### src/rtl/mem_loader_pkg.sv
// rtl/mem_loader_pkg.sv - shared states, byte-offset constants and stage sequencing helper for mem_ext_loader
package mem_loader_pkg;

   typedef enum logic [2:0] {
      IDLE     = 3'd0,
      LOAD     = 3'd1,
      VERIFY   = 3'd2,
      RUN      = 3'd3,
      DUMP_RD  = 3'd4,
      DUMP_OUT = 3'd5
   } loader_state_e;

   // word index -> byte address shift for the 32-bit imem and 64-bit dmem ports
   localparam int IMEM_BYTE_SH = 2;
   localparam int DMEM_BYTE_SH = 3;

   // First non-empty stage that follows program loading (IDLE when nothing is left to do)
   function automatic loader_state_e stage_after_load(input logic run_nz, input logic dump_nz);
      if (run_nz) begin
         return RUN;
      end else if (dump_nz) begin
         return DUMP_RD;
      end else begin
         return IDLE;
      end
   endfunction

endpackage

### src/rtl/loader_down_counter.sv
// rtl/loader_down_counter.sv - loadable down counter with zero and last-count flags
module loader_down_counter #(
   parameter int W = 8
) (
   input  logic         clk,
   input  logic         arst_n,
   input  logic         load_i,
   input  logic [W-1:0] val_i,
   input  logic         dec_i,
   output logic         zero_o,
   output logic         last_o
);

   logic [W-1:0] cnt_q;
   logic [W-1:0] cnt_d;

   // Load has priority; decrement saturates at zero
   always_comb begin
      cnt_d = cnt_q;
      if (load_i) begin
         cnt_d = val_i;
      end else if (dec_i && (cnt_q != '0)) begin
         cnt_d = cnt_q - W'(1);
      end
   end

   // Count register
   always_ff @(posedge clk or negedge arst_n) begin
      if (!arst_n) begin
         cnt_q <= '0;
      end else begin
         cnt_q <= cnt_d;
      end
   end

   assign zero_o = (cnt_q == '0);
   assign last_o = (cnt_q == W'(1));

endmodule

### src/rtl/mem_ext_loader.sv
// rtl/mem_ext_loader.sv - host-side imem load / run / dmem dump sequencer; MEM_LOADER_VERIFY_EN adds imem readback check
module mem_ext_loader
   import mem_loader_pkg::*;
#(
   parameter int IMEM_ADDR_W = 9,
   parameter int DMEM_ADDR_W = 10,
   parameter int CYC_W       = 32
) (
   input  logic                   clk,
   input  logic                   arst_n,
   input  logic                   start,
   input  logic [IMEM_ADDR_W:0]   imem_words,
   input  logic [CYC_W-1:0]       run_cycles,
   input  logic [DMEM_ADDR_W-1:0] dmem_base,
   input  logic [DMEM_ADDR_W:0]   dmem_words,
   input  logic                   s_valid,
   output logic                   s_ready,
   input  logic [31:0]            s_data,
   output logic                   m_valid,
   input  logic                   m_ready,
   output logic [63:0]            m_data,
   output logic [63:0]            addr_ext,
   output logic                   wen_ext,
   output logic                   ren_ext,
   output logic [31:0]            wdata_ext,
   input  logic [31:0]            rdata_ext,
   output logic [63:0]            addr_ext_2,
   output logic                   wen_ext_2,
   output logic                   ren_ext_2,
   output logic [63:0]            wdata_ext_2,
   input  logic [63:0]            rdata_ext_2,
   output logic                   cpu_enable,
   output logic                   busy,
`ifdef MEM_LOADER_VERIFY_EN
   output logic                   verify_err,
`endif
   output logic                   done
);

   loader_state_e          state_q, state_d;
   logic [IMEM_ADDR_W-1:0] word_idx_q, word_idx_d;
   logic [DMEM_ADDR_W-1:0] k_q, k_d;
   logic [DMEM_ADDR_W-1:0] dmem_base_q, dmem_base_d;
   logic [63:0]            m_data_q, m_data_d;
   logic                   cap_q, cap_d;
   logic                   done_q, done_d;

   logic                   cnt_load;
   logic                   ld_dec, run_dec, dmp_dec;
   logic                   ld_last, run_last, dmp_last;
   logic                   run_zero, dmp_zero;
   logic                   unused_ld_zero;
   logic [IMEM_ADDR_W-1:0] iaddr_idx;
   logic [DMEM_ADDR_W-1:0] daddr_idx;

`ifdef MEM_LOADER_VERIFY_EN
   logic [IMEM_ADDR_W:0]   vidx_q, vidx_d;
   logic [IMEM_ADDR_W:0]   imem_words_q, imem_words_d;
   logic [31:0]            xor_ld_q, xor_ld_d;
   logic [31:0]            xor_rd_q, xor_rd_d;
   logic                   rd_pend_q, rd_pend_d;
   logic                   verify_err_q, verify_err_d;
`else
   logic                   unused_rdata_ext;
   assign unused_rdata_ext = ^rdata_ext;
`endif

   loader_down_counter #(.W(IMEM_ADDR_W + 1)) u_ld_cnt (
      .clk    (clk),
      .arst_n (arst_n),
      .load_i (cnt_load),
      .val_i  (imem_words),
      .dec_i  (ld_dec),
      .zero_o (unused_ld_zero),
      .last_o (ld_last)
   );

   loader_down_counter #(.W(CYC_W)) u_run_cnt (
      .clk    (clk),
      .arst_n (arst_n),
      .load_i (cnt_load),
      .val_i  (run_cycles),
      .dec_i  (run_dec),
      .zero_o (run_zero),
      .last_o (run_last)
   );

   loader_down_counter #(.W(DMEM_ADDR_W + 1)) u_dmp_cnt (
      .clk    (clk),
      .arst_n (arst_n),
      .load_i (cnt_load),
      .val_i  (dmem_words),
      .dec_i  (dmp_dec),
      .zero_o (dmp_zero),
      .last_o (dmp_last)
   );

   // Next-state, stage counters and port strobes; empty stages are skipped in the deciding cycle
   always_comb begin
      state_d     = state_q;
      word_idx_d  = word_idx_q;
      k_d         = k_q;
      dmem_base_d = dmem_base_q;
      m_data_d    = m_data_q;
      cap_d       = 1'b0;
      done_d      = 1'b0;
      cnt_load    = 1'b0;
      ld_dec      = 1'b0;
      run_dec     = 1'b0;
      dmp_dec     = 1'b0;
      s_ready     = 1'b0;
      wen_ext     = 1'b0;
      ren_ext     = 1'b0;
      wdata_ext   = '0;
      iaddr_idx   = word_idx_q;
      cpu_enable  = 1'b0;
      ren_ext_2   = 1'b0;
      m_valid     = 1'b0;
`ifdef MEM_LOADER_VERIFY_EN
      vidx_d       = vidx_q;
      imem_words_d = imem_words_q;
      xor_ld_d     = xor_ld_q;
      xor_rd_d     = xor_rd_q;
      rd_pend_d    = 1'b0;
      verify_err_d = verify_err_q;
`endif
      case (state_q)
         IDLE: begin
            if (start) begin
               cnt_load    = 1'b1;
               word_idx_d  = '0;
               k_d         = '0;
               dmem_base_d = dmem_base;
`ifdef MEM_LOADER_VERIFY_EN
               vidx_d       = '0;
               imem_words_d = imem_words;
               xor_ld_d     = '0;
               xor_rd_d     = '0;
               verify_err_d = 1'b0;
`endif
               if (imem_words != '0) begin
                  state_d = LOAD;
               end else begin
                  state_d = stage_after_load(run_cycles != '0, dmem_words != '0);
               end
               done_d = (state_d == IDLE);
            end
         end
         LOAD: begin
            s_ready = 1'b1;
            if (s_valid) begin
               wen_ext    = 1'b1;
               wdata_ext  = s_data;
               ld_dec     = 1'b1;
               word_idx_d = word_idx_q + IMEM_ADDR_W'(1);
`ifdef MEM_LOADER_VERIFY_EN
               xor_ld_d   = xor_ld_q ^ s_data;
               if (ld_last) begin
                  state_d = VERIFY;
               end
`else
               if (ld_last) begin
                  state_d = stage_after_load(!run_zero, !dmp_zero);
                  done_d  = (state_d == IDLE);
               end
`endif
            end
         end
`ifdef MEM_LOADER_VERIFY_EN
         VERIFY: begin
            // one read per cycle; each word lands a cycle later and is folded into the readback sum
            if (rd_pend_q) begin
               xor_rd_d = xor_rd_q ^ rdata_ext;
            end
            if (vidx_q != imem_words_q) begin
               ren_ext   = 1'b1;
               iaddr_idx = vidx_q[IMEM_ADDR_W-1:0];
               vidx_d    = vidx_q + (IMEM_ADDR_W + 1)'(1);
               rd_pend_d = 1'b1;
            end else if (!rd_pend_q) begin
               if (xor_rd_q != xor_ld_q) begin
                  verify_err_d = 1'b1;
               end
               state_d = stage_after_load(!run_zero, !dmp_zero);
               done_d  = (state_d == IDLE);
            end
         end
`endif
         RUN: begin
            cpu_enable = 1'b1;
            run_dec    = 1'b1;
            if (run_last) begin
               if (dmp_zero) begin
                  state_d = IDLE;
                  done_d  = 1'b1;
               end else begin
                  state_d = DUMP_RD;
               end
            end
         end
         DUMP_RD: begin
            ren_ext_2 = 1'b1;
            cap_d     = 1'b1;
            state_d   = DUMP_OUT;
         end
         DUMP_OUT: begin
            m_valid = 1'b1;
            if (cap_q) begin
               m_data_d = rdata_ext_2;
            end
            if (m_ready) begin
               k_d     = k_q + DMEM_ADDR_W'(1);
               dmp_dec = 1'b1;
               if (dmp_last) begin
                  state_d = IDLE;
                  done_d  = 1'b1;
               end else begin
                  state_d = DUMP_RD;
               end
            end
         end
         default: begin
            state_d = IDLE;
         end
      endcase
   end

   // State and datapath registers
   always_ff @(posedge clk or negedge arst_n) begin
      if (!arst_n) begin
         state_q     <= IDLE;
         word_idx_q  <= '0;
         k_q         <= '0;
         dmem_base_q <= '0;
         m_data_q    <= '0;
         cap_q       <= 1'b0;
         done_q      <= 1'b0;
      end else begin
         state_q     <= state_d;
         word_idx_q  <= word_idx_d;
         k_q         <= k_d;
         dmem_base_q <= dmem_base_d;
         m_data_q    <= m_data_d;
         cap_q       <= cap_d;
         done_q      <= done_d;
      end
   end

`ifdef MEM_LOADER_VERIFY_EN
   // Readback check registers
   always_ff @(posedge clk or negedge arst_n) begin
      if (!arst_n) begin
         vidx_q       <= '0;
         imem_words_q <= '0;
         xor_ld_q     <= '0;
         xor_rd_q     <= '0;
         rd_pend_q    <= 1'b0;
         verify_err_q <= 1'b0;
      end else begin
         vidx_q       <= vidx_d;
         imem_words_q <= imem_words_d;
         xor_ld_q     <= xor_ld_d;
         xor_rd_q     <= xor_rd_d;
         rd_pend_q    <= rd_pend_d;
         verify_err_q <= verify_err_d;
      end
   end

   assign verify_err = verify_err_q;
`endif

   // dump index wraps modulo the dmem size
   assign daddr_idx = dmem_base_q + k_q;

   // addresses are only driven while a strobe is active so idle ports stay all-zero
   assign addr_ext   = (wen_ext || ren_ext)
                     ? {{(64 - IMEM_ADDR_W - IMEM_BYTE_SH){1'b0}}, iaddr_idx, {IMEM_BYTE_SH{1'b0}}}
                     : '0;
   assign addr_ext_2 = ren_ext_2
                     ? {{(64 - DMEM_ADDR_W - DMEM_BYTE_SH){1'b0}}, daddr_idx, {DMEM_BYTE_SH{1'b0}}}
                     : '0;

   // read data bypasses the register in the first DUMP_OUT cycle, then is held from m_data_q
   assign m_data      = cap_q ? rdata_ext_2 : m_data_q;
   assign wen_ext_2   = 1'b0;
   assign wdata_ext_2 = '0;
   assign busy        = (state_q != IDLE);
   assign done        = done_q;

endmodule

### config.mk
export PLATFORM = sky130hd
export DESIGN_NAME = mem_ext_loader
export DESIGN_NICKNAME = d
export VERILOG_FILES = /design/src/rtl/mem_loader_pkg.sv /design/src/rtl/loader_down_counter.sv /design/src/rtl/mem_ext_loader.sv
export SDC_FILE = /design/constraint.sdc
export NUM_CORES = 1
export LEC_CHECK = 0
export CAP_MARGIN = 40
export CORE_AREA = 2 2 194 196
export CTS_CLUSTER_DIAMETER = 80
export CTS_CLUSTER_SIZE = 40
export DETAILED_ROUTE_END_ITERATION = 12
export DIE_AREA = 0 0 196 198
export HOLD_SLACK_MARGIN = 0.08
export PLACE_DENSITY = 0.62
export SYNTH_ARGS = -nofsm -noshare
export SYNTH_HDL_FRONTEND = slang
export SYNTH_HIERARCHICAL = 1
export SYNTH_SLANG_ARGS = --single-unit
### constraint.sdc
create_clock -name clk -period 3 [get_ports clk]
set_clock_uncertainty 0.15 [all_clocks]
set_input_delay 0.45 -clock clk [delete_from_list [all_inputs] [get_ports clk]]
set_output_delay 0.45 -clock clk [all_outputs]
set_load 0.01 [all_outputs]
==> impl_metrics.toml, run 1 <==
[status]
status = "finished clean"

[setup_path]
path_max_fanout = 27
startpoint_type = "flop"
critPathArrivalTime_ns = 2.29
crit_type = "flop to primary output"
slowest_stage = "clkdlybuf4s50_1"
cp-end-kind = "primary output"
critPathBufInv = 3
reg2reg_setup_slack_ns = 0.21
cpLargestDelayFamily = "buffers and inverters"
cp.required_ns = 2.40
path_cells = "buf_4 > and4bb_2 > clkbuf_16 > and2_1 > clkdlybuf4s50_1"
max_stage_delay_ns = 0.53

[logic_synthesis]
yosysUniqueCellTypes = 82
syn_inst = 1171
synth.cell_area_sq_um = 10250
syn_area_per_cell_sq_um = 8.756
yosys-top-cells-count = "nand2_1 (253), buf_4 (176), dfrtp_1 (151), mux2_2 (75), nor2_1 (60)"
synthArstFlopShare = 1.000
ys.flop_type = "dfrtp_1"
yosysMostFrequentCell = "nand2_1"
synth_area_leaders = "dfrtp_1 (37%), buf_4 (13%), nand2_1 (9.3%)"
yosysTopAreaCell = "dfrtp_1"
ys_seq_area_frac = 0.3685
synth_edf_count = 0
ys_seq_elements = 151
synth.top_cell.area_share = 0.3685
ys_warn_count = 6

[sta]
setup_tns_ns = 0
max_freq_mhz = 346.3
setup_violations = 0
period_needed_ns = 2.888
whs_ns = 0.3206
worstMarginPinSlew_ns = 0.7449
hold_viol = 0
slew_headroom = 0.5034
slew_violations = 0
post-route-period-util = 0.9626

[cts]
cts.reportedPaths.clkPinSlew_ns = 0.07
clk_latency_ns = 0.42
clockRootBuffer = "clkbuf_16"
clock_sinks = 151
tritoncts = "yes"
cts_buffer_depth = 2
htree_levels = 4
numCtsBuffers = 17

[final_layout]
drive_gt1_frac = 0.1304
final_cell_area_sq_um = 13810
syn_to_final_growth_pct = 34.69
nets = 1673

[route]
vias = 8812
drtAntennaViolNets = 0
postRouteWirelength_mm = 28.47
first_pass_iters = 4
drtIter0Drc = 335
wl_per_cell_microns = 14.60
viasPerCell = 4.519
drc = 0

[pwr]
seq_power_share = 0.388
p_int_mw = 4.932
pwr-share-comb = 0.339
p_sw_mw = 2.751
pwr-share-clk = 0.273
p_sw_frac = 0.3581
p_leak_nw = 5.687
powerDensity_nw_per_um2 = 556.4
ir_worst_vdd_mv = 0.3125

[global_routing]
antenna_found_initial = 5
grt_usage = 0.1427
grt_pass1_vias = 8508
grt-ovfl-total = 0
grt_max_degree = 77
grt_pass1_wl_mm = 44.25

[floorplan]
die-area_sq_um = 38810
io_pins = 493
row_count = 71
die_w_microns = 196
start_util = 0.2775
core_sq_um = 36960
fp.dieH_microns = 198

[placement]
place_congestion = 0.8502
placed_cell_area_sq_um = 13130
port_buffers = 285
dp.final_hpwl_mm = 21.14

[run]
drv_cap = 0

[worst_hold_path]
hp-class = "flop to flop"
final timing paths:
check                                                 from                         endpoint  depth (start not counted)
min                               m_data_q[23]$_DFFE_PN0P_         m_data_q[23]$_DFFE_PN0P_                          2
min in group asynchronous                           arst_n    u_ld_cnt/cnt_q[3]$_DFFE_PN0P_                          2
max reg2reg                u_run_cnt/cnt_q[16]$_DFFE_PN0P_  u_run_cnt/cnt_q[31]$_DFFE_PN0P_                          5
min reg2reg                       m_data_q[23]$_DFFE_PN0P_         m_data_q[23]$_DFFE_PN0P_                          2
max                                 state_q[1]$_DFFE_PN0P_                    wdata_ext[10]                          5
max in group asynchronous                           arst_n          m_data_q[3]$_DFFE_PN0P_                          3
what timing repair did:
item,4_1_cts,5_1_grt
setup buffers,0,1
gates cloned,0,1
gates resized for setup,21,18
endpoints found under the hold margin,26,0
hold buffers,1,0
setup endpoints to repair,7,9
pin swaps,2,4
stage by stage:
stage	utilization	cells	worst slack (ns)	power, mW
after floorplan	-	1345	0.1625	4.700
after global placement	0.3553	1911	0.04408	5.450
after detailed placement	0.3553	1911	0.06385	5.531
after CTS	0.3720	1944	-0.00004330	7.736
after global routing	0.3736	1948	-0.001562	8.233
final	0.3737	1950	0.1123	7.684
final cells by class:
type                            instances  area [sq um]
Fill cell                            3743         23140
Multi-Input combinational cell        945          5590
Sequential cell                       151          3781
Timing Repair Buffer                  321          3183
Tap cell                              474         593.1
Clock buffer                           19         442.9
Clock inverter                         13         123.9
Inverter                               23         86.33
Antenna cell                            4         10.01
routing by layer:
| metal | routed length, microns | vias up | part of all wire | track usage |
|---|---|---|---|---|
| met1 | 11850 | 4219 | 0.42 | 0.1699 |
| met2 | 14500 | 305 | 0.51 | 0.2525 |
| met5 | 13 | - | 0.00046 | 0 |
| li1 | - | 4268 | - | - |
| met3 | 1689 | 18 | 0.059 | 0.03492 |
| met4 | 414 | 2 | 0.015 | 0.04602 |
cell families (layout without fill, tap and decap cells):
logic type	count (synthesis)	in the layout	share of synthesized area
XOR/XNOR	28	28	0.02392
adder cells (fa/ha/maj)	18	18	0.02270
buffers and inverters	249	376	0.1583
flip-flops	151	151	0.3685
AO/OA/AOI/OAI	148	148	0.1006
AND/OR/NAND/NOR	497	497	0.2394
other	1	179	0.0003657
multiplexers	79	79	0.08627
state kept, by name, indices dropped and copies added, names as in the netlist:
name             count
m_data_q            64
u_run_cnt/cnt_q     32
u_dmp_cnt/cnt_q     11
dmem_base_q         10
k_q                 10
u_ld_cnt/cnt_q      10
iaddr_idx            9
state_q              3
cap_q                1
done                 1
tightest hold or removal path, delay by kind of cell, from the launching register on:
family        cells  cell delay (ns)
flops             1             0.34
simple gates      2             0.10
layout by cell type (no fill, tap or decap), drive strengths merged, types with 7 or more instances in the layout:
master	instances
nand2	253
xnor2	10
buf	38
ha	17
a211oi	7
nand4	16
inv	25
conb	175
or3	26
nor2	61
a31oi	20
or4	19
o21ai	37
a21oi	16
nand3	10
o21a	8
xor2	18
clkdlybuf4s50	276
clkbuf	22
and2	44
and3	8
nor4	18
mux2	75
o211ai	9
dfrtp	151
nor3	17
power by group through the flow:
stage | clock network (mW) | logic (mW) | registers, mW
floorplan | 0 | 1.84 | 2.86
global placement | 0 | 2.48 | 2.97
detailed placement | 0 | 2.54 | 2.99
CTS | 2.19 | 2.57 | 2.97
global route | 2.27 | 2.91 | 3.05
finish | 2.10 | 2.61 | 2.98
No activity file was read; power rests on OpenSTA's default activity.
==> inputs of run 2 (changes only) <==
PLACE_DENSITY = 0.61   (was 0.62)
SYNTH_HIERARCHICAL = default   (was 1)
==> run 2 against run 1 <==
Compared with the run above:
- power grew 30%
- sequential power increased by 15%
- synthesized cell count up 0.94%
- first-iteration DRC count up 37%
- critical endpoint is now addr_ext_2[9]
- largest cell class unchanged
- largest power group is now combinational cells
==> impl_metrics.toml, run 2 <==
[status]
status = "finished clean"

[route]
drtIter0Drc = 460
vias = 8770
first_pass_iters = 5
drc = 0
drtAntennaViolNets = 0
viasPerCell = 4.470
wl_per_cell_microns = 14.87
postRouteWirelength_mm = 29.17

[floorplan]
fp.dieH_microns = 198
row_count = 71
die-area_sq_um = 38810
io_pins = 493
die_w_microns = 196
core_sq_um = 36960
start_util = 0.2707

[cts]
cts.reportedPaths.clkPinSlew_ns = 0.06
tritoncts = "yes"
clk_latency_ns = 0.43
numCtsBuffers = 17
clockRootBuffer = "clkbuf_16"
cts_buffer_depth = 2
clock_sinks = 151
htree_levels = 4

[sta]
slew_violations = 0
worstMarginPinSlew_ns = 0.7725
max_freq_mhz = 337.4
setup_tns_ns = 0
whs_ns = 0.3159
rsz0062_at_grt = "yes"
post-route-period-util = 0.9878
setup_violations = 0
hold_viol = 0
slew_headroom = 0.4850
period_needed_ns = 2.964

[pwr]
powerDensity_nw_per_um2 = 730.5
p_sw_mw = 3.512
pwr-share-comb = 0.419
p_int_mw = 6.473
p_leak_nw = 6.084
p_sw_frac = 0.3518
pwr-share-clk = 0.238
seq_power_share = 0.343
ir_worst_vdd_mv = 0.3865

[setup_path]
crit_type = "flop to primary output"
max_stage_delay_ns = 0.37
path_max_fanout = 2
cp.required_ns = 2.40
cp-end-kind = "primary output"
critPathArrivalTime_ns = 2.36
path_cells = "ha_2 > inv_2 > fa_2 > nor2b_2 > o21ai_1 > nand2b_1 > buf_4 > a311oi_2 > xor2_1 > nor2_1 > buf_2"
slowest_stage = "fa_2"
startpoint_type = "flop"

[logic_synthesis]
syn_area_per_cell_sq_um = 8.463
ys_seq_elements = 151
ys.flop_type = "dfrtp_1"
synth_edf_count = 0
yosysMostFrequentCell = "nand2_1"
yosysTopAreaCell = "dfrtp_1"
synth_area_leaders = "dfrtp_1 (38%), buf_4 (13%), nand2_1 (11%)"
ys_warn_count = 0
yosys-top-cells-count = "nand2_1 (296), buf_4 (175), dfrtp_1 (151), nor2_1 (66), mux2_2 (64)"
ys_seq_area_frac = 0.3777
syn_inst = 1182
synth.top_cell.area_share = 0.3777
yosysUniqueCellTypes = 62
synthArstFlopShare = 1.000
synth.cell_area_sq_um = 10000

[placement]
port_buffers = 285
placed_cell_area_sq_um = 12960
placedCellCount = 1928
dp.final_hpwl_mm = 21.56
place_congestion = 0.8417

[final_layout]
largestRegisters = "m_data_q: 64 flops, u_run_cnt.cnt_q: 32 flops, u_dmp_cnt.cnt_q: 11 flops"
nets = 1693
syn_to_final_growth_pct = 36.65
fin_cells = 1962
fillers = 3753
drive_gt1_frac = 0.1122
antenna_cells = 0
layout_common_cells = "nand2_1 (296), clkdlybuf4s50_1 (278), conb_1 (175)"
final_cell_area_sq_um = 13670
final_common_cell = "nand2_1"
post-route-util = 0.3699
largest_reg_flops = 64
regMostFlops = "m_data_q"

[worst_hold_path]
hp-class = "flop to flop"

[global_routing]
grt_pass1_wl_mm = 45.17
grt_max_degree = 68
grt_usage = 0.1473
antenna_found_initial = 1
grt_pass1_vias = 8304
grt-ovfl-total = 0

[run]
drv_cap = 0
-- run 2: cell count changes after synthesis, moves of 15 or more --
cell | previous run | this run
nand2_1 | 253 | 296
and3_1 | 8 | 49
and2_1 | 44 | 4
nand3_1 | 10 | 30
a31oi_1 | 20 | 5
or3_1 | 26 | 11
-- run 2: layer usage --
layer / global-route usage / vias to the layer above / wire, microns
li1: - / 4277 / -
met1: 0.1922 / 4188 / 13160
met2: 0.2452 / 270 / 14110
met3: 0.03287 / 33 / 1453
met4: 0.04097 / 2 / 429
met5: 0 / - / 13
-- run 2: cell families after synthesis --
family	after synthesis	synth area share
AO/OA/AOI/OAI	122	0.08468
buffers and inverters	244	0.1575
AND/OR/NAND/NOR	544	0.2500
adder cells (fa/ha/maj)	21	0.02702
multiplexers	64	0.07204
other	1	0.0003749
flip-flops	151	0.3777
XOR/XNOR	35	0.03064
-- run 2: power groups by stage --
stage / Sequential [mW] / Combinational [mW] / Clock, mW
2_1_floorplan: 3.27 / 2.52 / 0
3_3_place_gp: 3.40 / 4.05 / 0
3_5_place_dp: 3.44 / 4.13 / 0
4_1_cts: 3.41 / 4.18 / 2.46
5_1_grt: 3.54 / 4.64 / 2.54
6_report: 3.42 / 4.19 / 2.38
-- run 2: timing repair --
item	4_1_cts	5_1_grt
setup buffers	1	1
resized for setup	21	10
endpoints found under the hold margin	56	0
pin swaps	4	2
endpoints found under the setup margin	9	19
hold buffers	1	0
-- run 2: final cells by class --
type | count | area (sq um) | share of cell area
Tap cell | 474 | 593.1 | 0.04339
Multi-Input combinational cell | 961 | 5360 | 0.3921
Sequential cell | 151 | 3782 | 0.2767
Timing Repair Buffer | 327 | 3223 | 0.2358
Inverter | 18 | 67.56 | 0.004943
Clock buffer | 18 | 439.2 | 0.03213
Clock inverter | 13 | 203.9 | 0.01492
-- run 2: stage by stage --
step	total power, mW	setup slack, ns
CTS	10.06	0.0002731
floorplan	5.794	0.4096
global placement	7.450	0.05867
finish	9.986	0.03647
global route	10.72	-0.09106
detailed placement	7.568	0.01715
-- run 2: worst max-delay path: cells and delay by family, from the launching register on --
kind	cells	cell delay, ns
fa+ha+maj	2	0.57
compound gates	2	0.18
buf+inv	3	0.32
flops	1	0.36
xor+xnor	1	0.18
simple gates	3	0.33
-- run 2: path summary, 6_finish.rpt --
check                                                     start                         endpoint  slack (ns)  cells past startpoint
worst max-delay path                         k_q[0]$_DFFE_PN0P_                    addr_ext_2[9]        0.04                     11
worst min-delay path                   m_data_q[49]$_DFFE_PN0P_         m_data_q[49]$_DFFE_PN0P_        0.32                      2
worst max register to register  u_run_cnt.cnt_q[16]$_DFFE_PN0P_  u_run_cnt.cnt_q[25]$_DFFE_PN0P_        0.23                      6
worst min register to register         m_data_q[49]$_DFFE_PN0P_         m_data_q[49]$_DFFE_PN0P_        0.32                      2
max in group asynchronous                                arst_n                  cap_q$_DFF_PN0_        1.52                      3
min in group asynchronous                                arst_n         m_data_q[42]$_DFFE_PN0P_        0.42                      2
==> inputs of run 3 (changes only) <==
CTS_CLUSTER_DIAMETER = default   (was 80)
PLACE_DENSITY = 0.62   (was 0.61)
SYNTH_HIERARCHICAL = 1   (was default)
==> results of run 3 <==
The final DEF is identical to that of run 1; final timing and power are the same.
